**config.mk**
```make
export PLATFORM = sky130hd
export DESIGN_NAME = red_or_seq
export DESIGN_NICKNAME = d
export VERILOG_FILES = /design/src/rtl/red_or_seq_pkg.sv /design/src/rtl/red_or_seq_red_or.sv /design/src/rtl/red_or_seq.sv
export SDC_FILE = /design/constraint.sdc
export NUM_CORES = 1
export LEC_CHECK = 0
export CORE_ASPECT_RATIO = 0.7
export CORE_UTILIZATION = 48
export CTS_BUF_LIST = sky130_fd_sc_hd__clkbuf_4 sky130_fd_sc_hd__clkbuf_8 sky130_fd_sc_hd__clkbuf_16
export CTS_CLUSTER_SIZE = 28
export DETAILED_ROUTE_END_ITERATION = 8
export HOLD_SLACK_MARGIN = 0.02
export PLACE_DENSITY = 0.75
export SLEW_MARGIN = 10
export SYNTH_ARGS = -nofsm -noshare
export SYNTH_HDL_FRONTEND = slang
export SYNTH_HIERARCHICAL = 1
export SYNTH_SLANG_ARGS = --single-unit
export TNS_END_PERCENT = 1
```
**constraint.sdc**
```tcl
create_clock -name clk_i -period 3.3 [get_ports clk_i]
set_clock_uncertainty 0.1 [all_clocks]
set_input_delay 0.495 -clock clk_i [delete_from_list [all_inputs] [get_ports clk_i]]
set_output_delay 0.495 -clock clk_i [all_outputs]
set_load 0.02 [all_outputs]
```
**src/rtl/red_or_seq_pkg.sv**
```systemverilog
// Shared types and sizing helpers for the word-serial OR-reduction engine.
package red_or_seq_pkg;

   typedef enum logic [1:0] {
      IDLE = 2'd0,
      BUSY = 2'd1,
      DONE = 2'd2
   } state_e;

   function automatic int ceil_div(input int n, input int d);
      return (n + d - 1) / d;
   endfunction

   // A single chunk still needs a one-bit index field.
   function automatic int idx_width(input int n);
      return (n > 1) ? $clog2(n) : 1;
   endfunction

endpackage

```
**src/rtl/red_or_seq_red_or.sv**
```systemverilog
// Combinational OR-reduction of one chunk.
module red_or_seq_red_or #(
   parameter int Width = 8
) (
   input  logic [Width-1:0] a_i,
   output logic             z_o
);

   assign z_o = |a_i;

endmodule

```
**src/rtl/red_or_seq.sv**
```systemverilog
// Word-serial OR-reduction: scans the operand one chunk per cycle through a
// single reducer, keeping a sticky OR and the index of the first non-zero chunk.
module red_or_seq
   import red_or_seq_pkg::*;
#(
   parameter int TotalWidth = 64,
   parameter int ChunkWidth = 8,
   parameter int EarlyExit  = 1
) (
   input  logic                                                clk_i,
   input  logic                                                rst_ni,
   input  logic [TotalWidth-1:0]                               a_i,
   input  logic                                                a_valid_i,
   output logic                                                a_ready_o,
   output logic                                                z_o,
   output logic [idx_width(ceil_div(TotalWidth, ChunkWidth))-1:0] idx_o,
   output logic                                                z_valid_o,
   input  logic                                                z_ready_i,
   output logic                                                busy_o
);

   localparam int NumChunks = ceil_div(TotalWidth, ChunkWidth);
   localparam int IdxWidth  = idx_width(NumChunks);
   localparam int PadWidth  = NumChunks * ChunkWidth;
   localparam logic [IdxWidth-1:0] LastIdx = IdxWidth'(NumChunks - 1);

   generate
      if (ChunkWidth < 1) begin : g_bad_chunk
         $error("red_or_seq: ChunkWidth must be >= 1");
      end
      if (TotalWidth < ChunkWidth) begin : g_bad_total
         $error("red_or_seq: TotalWidth must be >= ChunkWidth");
      end
   endgenerate

   state_e                state_q;
   logic [PadWidth-1:0]   op_q, op_d;
   logic [IdxWidth-1:0]   cnt_q;
   logic [IdxWidth-1:0]   idx_q;
   logic                  acc_q, acc_d;
   logic                  z_q, z_valid_q, busy_q;
   logic [ChunkWidth-1:0] slice;
   logic                  slice_or;
   logic                  last_step;

   // Pad the operand register up to whole chunks so the last slice reads zeros.
   always_comb begin
      op_d = '0;
      op_d[TotalWidth-1:0] = a_i;
   end

   always_comb begin
      slice = '0;
      for (int i = 0; i < NumChunks; i++) begin
         if (cnt_q == IdxWidth'(i)) slice = op_q[i*ChunkWidth +: ChunkWidth];
      end
   end

   red_or_seq_red_or #(
      .Width (ChunkWidth)
   ) u_red_or (
      .a_i (slice),
      .z_o (slice_or)
   );

   assign acc_d     = acc_q | slice_or;
   assign last_step = (cnt_q == LastIdx) || ((EarlyExit != 0) && slice_or);

   always_ff @(posedge clk_i) begin
      if (!rst_ni) begin
         state_q   <= IDLE;
         op_q      <= '0;
         cnt_q     <= '0;
         acc_q     <= 1'b0;
         idx_q     <= '0;
         z_q       <= 1'b0;
         z_valid_q <= 1'b0;
         busy_q    <= 1'b0;
      end else begin
         case (state_q)
            IDLE: begin
               if (a_valid_i) begin
                  op_q    <= op_d;
                  cnt_q   <= '0;
                  acc_q   <= 1'b0;
                  idx_q   <= '0;
                  z_q     <= 1'b0;
                  busy_q  <= 1'b1;
                  state_q <= BUSY;
               end
            end
            BUSY: begin
               acc_q <= acc_d;
               // acc_q doubles as the "already hit" flag, so idx is captured once.
               if (slice_or && !acc_q) idx_q <= cnt_q;
               if (last_step) begin
                  z_q       <= acc_d;
                  z_valid_q <= 1'b1;
                  busy_q    <= 1'b0;
                  state_q   <= DONE;
               end else begin
                  cnt_q <= cnt_q + IdxWidth'(1);
               end
            end
            DONE: begin
               if (z_ready_i) begin
                  z_valid_q <= 1'b0;
                  state_q   <= IDLE;
               end
            end
            default: state_q <= IDLE;
         endcase
      end
   end

   assign a_ready_o = (state_q == IDLE);
   assign z_o       = z_q;
   assign idx_o     = idx_q;
   assign z_valid_o = z_valid_q;
   assign busy_o    = busy_q;

endmodule
```
==> out/metrics.cfg, run 1 <==
[outcome]
status=finished, final reports clean

[die]
die_h_um=76.5
start_util=0.509
dieArea_sq_um=8300
rows=26
coreArea_sq_um=7480
fp.dieW_um=108
io_pins=75

[finish]
post-route-util=0.650
drive_above_1_share=0.0805
area_growth_pct=27.8
multi_input_area_sq_um=2040
n_fill_cell=676
nets=628
regArea_sq_um=1520
diodes=0

[yosys]
synth_compound_area_frac=0.243
synthAdderAreaFrac=0.0197
netlist_instances=493
synth_top_area_frac=0.399
synth_edf_count=0
ys_top_cells_by_area=dfxtp_1 40%, nand2_1 16%, a21boi_1 8.7%
ys_ff_latch=76
syn_area_sq_um=3810
muxShareOfSynthArea=0
yosysMostFrequentCell=nand2_1
syn_avg_cell_area_sq_um=7.73
synth_seq_area_share=0.399
synth_cell_types=40
synth-simple-area-share=0.264
synthFlopType=dfxtp_1
synth_common_cells=160 x nand2_1, 76 x dfxtp_1, 44 x a21boi_1
ys_warn_count=6
synthArstFlopShare=0
synth_top_family_by_area=simple AND/OR/NAND/NOR gates
yosysTopAreaCell=dfxtp_1
synth_nets=567
synth-xor-area-share=0

[routing]
wl_um=9850
via_count=3523
via_per_inst=5.36
remaining_drc_errors=0
detail-route-antenna-nets=0
drtIter0Drc=239
first_pass_iters=5
wl_per_cell_um=15.0

[critical_path]
worstSetupEndpointType=flop
max_stage_delay_ns=0.52
cp.required_ns=3.42
critPathSlowestCell=or4b_1
worst-r2r-setup-slack_ns=0.24
worstPathMaxFanout=9
worst-path-buf-inv=1
start_kind=flop
critPathTopFamily=simple AND/OR/NAND/NOR gates
cp.arrival_ns=3.18
crit_chain=ha_1 > ha_4 > buf_4 > nor3b_1 > nor3_2 > o21ai_1 > a221oi_2 > nor4_1 > nand2_1 > or4b_1 > a21oi_1 > nor2_1
crit_type=reg2reg

[global_routing]
grt_usage=0.251
gr-total-overflow=0
use_met2=0.349
gr-usage-met1=0.384
grt_pass1_vias=3276
antenna_found_initial=0
grt_max_degree=43
grt_pass1_wl_um=16300
grtUsageMet3=0.0573
grt.busiest_layer=met1

[placed_design]
portBuffers=74
hpwl_um=7040
finalWeightedCongestion=0.876

[power_and_ir_drop]
ir_drop_mv=0.268
power_density_nw_per_um2=492
p_leak_nw=1.79

[worst_hold_path]
worstHoldPathType=reg2reg

[cts]
cts_num_sinks=76
cts_buffers=9
path_clk_slew_ns=0.06
clock_tree.root_cell=clkbuf_16
hold_buffers=0
clockBufferDepth=2
clk_latency_ns=0.33
postCtsSetupRepairBufs=0
htreeDepth=3
cts_tree=built

[timing]
setup_viol_count_final=0
rsz0062_at_grt=no
worstMarginPinSlew_ns=0.642
hold_slack_ns=0.354
slew_headroom=0.572
fin_crit_ns=3.06
hold_viol=0
max_freq_ghz=0.326
final_max_slew_viol_count=0
timing.setup.tns_ns=0
period_share=0.928

[flow_run]
maxCapViolations=0

## layer usage
metal / vias up / wire length [um]
li1: 1772 / -
met2: 122 / 4130
met3: 10 / 594
met5: - / 0
met1: 1619 / 5020
met4: 0 / 103
## through the flow
| step | std cells | cell area (sq um) | setup slack [ns] | power (mW) |
|---|---|---|---|---|
| 6_report | 657 | 4870 | 0.237 | 2.40 |
| 4_1_cts | 657 | 4840 | 0.0850 | 2.40 |
| 5_1_grt | 657 | 4870 | 0.00914 | 2.51 |
| 3_3_place_gp | 641 | 4560 | 0.123 | 1.49 |
| 2_1_floorplan | 493 | 3810 | 0.581 | 1.34 |
| 3_5_place_dp | 641 | 4560 | 0.0993 | 1.50 |
## sequential cells by signal, summed over array words and instances, names as in the netlist
name,cells
z_o,1
cnt_q,3
state_q,2
op_q,64
idx_o,3
acc_q,1
busy_o,1
z_valid_o,1
## cells in the final DEF (no fill, tap or decap), types with 2 or more instances in the layout
| cell type | n |
|---|---|
| clkdlybuf4s50_1 | 73 |
| or4b_1 | 2 |
| a221oi_2 | 3 |
| o21ai_1 | 4 |
| ha_2 | 3 |
| o22ai_1 | 2 |
| nor3_1 | 6 |
| nor4_1 | 5 |
| nand3_1 | 3 |
| nand2b_1 | 4 |
| dfxtp_1 | 76 |
| buf_4 | 12 |
| clkinvlp_4 | 4 |
| nand2_2 | 2 |
| nor2b_1 | 18 |
| a221oi_1 | 6 |
| a21oi_1 | 23 |
| a32o_1 | 3 |
| nand2_1 | 159 |
| and3_1 | 2 |
| nor2_1 | 19 |
| o21ai_0 | 8 |
| clkinv_2 | 2 |
| a21boi_0 | 20 |
| nor3b_1 | 3 |
| inv_1 | 13 |
| ha_1 | 2 |
| a22oi_1 | 2 |
| a21boi_1 | 44 |
| o2111ai_1 | 3 |
| o211ai_1 | 3 |
| o21a_1 | 5 |
| clkbuf_16 | 9 |
| a211oi_1 | 2 |
## tightest hold or removal path, stage by stage (launching register included)
cell      delay [ns]
dfxtp_1         0.31
nand2_1         0.05
a21boi_1        0.05
## repair_timing
item,4_1_cts,5_1_grt
endpoints found under the setup margin,0,8
gates resized for setup,0,8
endpoints found under the hold margin,0,0
## where the power goes
part / total [mW] / switching [mW] / internal, mW / leakage (nW)
sequential: 1.06 / 0.0616 / 0.995 / 0.624
combinational: 0.431 / 0.227 / 0.204 / 1.04
clock: 0.908 / 0.382 / 0.526 / 0.127
total: 2.40 / 0.671 / 1.72 / 1.79
## worst paths after layout
| kind | from | to | cells after the start |
|---|---|---|---|
| max | cnt_q[0] | z_o | 12 |
| min | op_q[35] | op_q[35] | 2 |
| max reg2reg | cnt_q[0] | z_o | 12 |
| min reg2reg | op_q[35] | op_q[35] | 2 |
## cell families (layout without fill, tap and decap cells)
kind of cell	after synthesis	count (layout)
buffers and inverters	52	118
and+or+nand+nor	229	229
adders and majority gates	6	6
DFF	76	76
AOI/OAI and AO/OA	130	130
## area by class of cell
cell class	instances	area share
inverters	15	0.0121
clock inverters	6	0.00823
multi-input cells	365	0.419
well taps	98	0.0252
clock buffers	10	0.0491
flip-flops and latches	76	0.313
repair buffers	87	0.174
(Power assumes the default switching activity.)
==> run 2: changes to the inputs <==
--- a/config.mk
+++ b/config.mk
@@ -11,7 +11,7 @@
 export CTS_CLUSTER_SIZE = 28
 export DETAILED_ROUTE_END_ITERATION = 8
 export HOLD_SLACK_MARGIN = 0.02
-export PLACE_DENSITY = 0.75
+export PLACE_DENSITY_LB_ADDON = 0.12
 export SLEW_MARGIN = 10
 export SYNTH_ARGS = -nofsm -noshare
 export SYNTH_HDL_FRONTEND = slang
==> out/metrics.cfg, run 2 (synthesized netlist as in run 1, its figures left out) <==
[power_and_ir_drop]
power.total_mw=2.57  ; was 2.40 mW
power_density_nw_per_um2=523  ; was 492 nW/um^2
ir_drop_mv=0.348  ; was 0.268 mV
p_leak_nw=1.82  ; was 1.79 nW

[critical_path]
worstPathMaxFanout=19  ; was 9
crit_type=reg2reg  ; unchanged
cp.required_ns=3.43  ; was 3.42 ns
worstSetupEndpointType=flop  ; unchanged
start_kind=flop  ; unchanged
cp.arrival_ns=3.20  ; was 3.18 ns

[routing]
via_per_inst=5.28  ; was 5.36
drtIter0Drc=233  ; was 239
wl_per_cell_um=14.6  ; was 15.0 um
remaining_drc_errors=0  ; unchanged
first_pass_iters=5  ; unchanged
via_count=3451  ; was 3523
wl_um=9540  ; was 9850 um
detail-route-antenna-nets=0  ; unchanged

[timing]
worstMarginPinSlew_ns=1.08  ; was 0.642 ns
final_max_slew_viol_count=0  ; unchanged
max_freq_ghz=0.326  ; about the same
timing.setup.tns_ns=0  ; unchanged
hold_slack_ns=0.354  ; about the same
hold_viol=0  ; unchanged
rsz0062_at_grt=no  ; unchanged
period_share=0.930  ; was 0.928
setup_viol_count_final=0  ; unchanged
fin_crit_ns=3.07  ; was 3.06 ns
slew_headroom=0.282  ; was 0.572

[flow_run]
maxCapViolations=0  ; unchanged

[global_routing]
grt.busiest_layer=met1  ; unchanged
use_met2=0.349  ; unchanged
gr-total-overflow=0  ; unchanged
gr-usage-met1=0.364  ; was 0.384
grt_usage=0.245  ; was 0.251
grt_max_degree=77  ; was 43
antenna_found_initial=0  ; unchanged
grt_pass1_vias=3198  ; was 3276
grtUsageMet3=0.0599  ; was 0.0573
grt_pass1_wl_um=15800  ; was 16300 um

[die]
coreArea_sq_um=7480  ; unchanged
rows=26  ; unchanged
dieArea_sq_um=8300  ; unchanged
start_util=0.509  ; unchanged
die_h_um=76.5  ; unchanged
io_pins=75  ; unchanged
fp.dieW_um=108  ; unchanged

[finish]
layout_commonest_cell=nand2_1  ; unchanged
largest_reg_flops=64  ; unchanged
area_growth_pct=29.1  ; was 27.8%
regArea_sq_um=1520  ; unchanged
diodes=0  ; unchanged
n_fill_cell=684  ; was 676
multi_input_area_sq_um=2050  ; was 2040 sq um
top_register=op_q  ; unchanged
post-route-cell-area_sq_um=4920  ; was 4870 sq um
drive_above_1_share=0.0703  ; was 0.0805
final_cell_mix=159 x nand2_1, 76 x dfxtp_1, 73 x clkdlybuf4s50_1  ; unchanged
nets=624  ; was 628

[outcome]
status=finished, final reports clean  ; unchanged

[placed_design]
portBuffers=74  ; unchanged
placed_cell_area_sq_um=4540  ; was 4560 sq um
finalWeightedCongestion=0.875  ; was 0.876
hpwl_um=6770  ; was 7040 um

[cts]
cts_buffers=9  ; unchanged
path_clk_slew_ns=0.06  ; about the same
clockBufferDepth=2  ; unchanged
cts_num_sinks=76  ; unchanged
clock_tree.root_cell=clkbuf_16  ; unchanged
hold_buffers=0  ; unchanged
cts_tree=built  ; unchanged
htreeDepth=3  ; unchanged
clk_latency_ns=0.33  ; about the same

[worst_hold_path]
worstHoldPathType=reg2reg  ; unchanged

==> run 2: cell count changes in the layout (fill, tap and decap cells not counted), sizes merged <==
cell,change
buf,-4
clkinvlp,-4
bufinv,+2
clkbuf,+2
==> run 2: layout make-up <==
cell class / count / share of cell area
tap: 98 / 0.0249
multi-input combinational: 365 / 0.417
timing repair buffer: 83 / 0.168
sequential: 76 / 0.309
inverter: 15 / 0.0120
clock buffer: 12 / 0.0542
clock inverter: 4 / 0.0142
==> run 2: stage by stage <==
step | std cells | utilization | setup WS, ns
global placement | 637 | 0.607 | 0.110
finish | 653 | 0.657 | 0.232
detailed placement | 637 | 0.607 | 0.0774
CTS | 653 | 0.652 | 0.0481
global route | 653 | 0.657 | 0.00143
floorplan | 493 | - | 0.581
==> run 2: worst paths after layout <==
check | startpoint | end | slack (ns) | cells past startpoint
worst max-delay path | cnt_q[1] | idx_o[0] | 0.23 | 13
worst min-delay path | op_q[35] | op_q[35] | 0.35 | 2
worst max register to register | cnt_q[1] | idx_o[0] | 0.23 | 13
worst min register to register | op_q[35] | op_q[35] | 0.35 | 2
==> run 2: repair_timing <==
| action | CTS | global route |
|---|---|---|
| setup buffers | 0 | 0 |
| endpoints found under the setup margin | 0 | 11 |
| gates resized for setup | 0 | 7 |
==> run 2: per-layer routing <==
metal	share of wire	routed length, um
met5	0	0
met4	0.0074	71
met3	0.058	553
met2	0.40	3840
met1	0.53	5080
==> run 2: critical path, stage by stage (launching register included) <==
cell and delay [ns]:
dfxtp_1 0.36, inv_1 0.16, ha_2 0.39, buf_4 0.29
nand2_1 0.10, o2111ai_1 0.10, o21ai_1 0.12, a221oi_2 0.23
nor4_1 0.09, nand2_1 0.19, nand3b_1 0.17, a21oi_1 0.28
and2b_1 0.21, o21a_1 0.17
==> run 2: power breakdown <==
part           total, mW  internal (mW)  switching, mW
Sequential          1.06          0.995         0.0603
Clock               1.09          0.721          0.366
Combinational      0.428          0.204          0.225
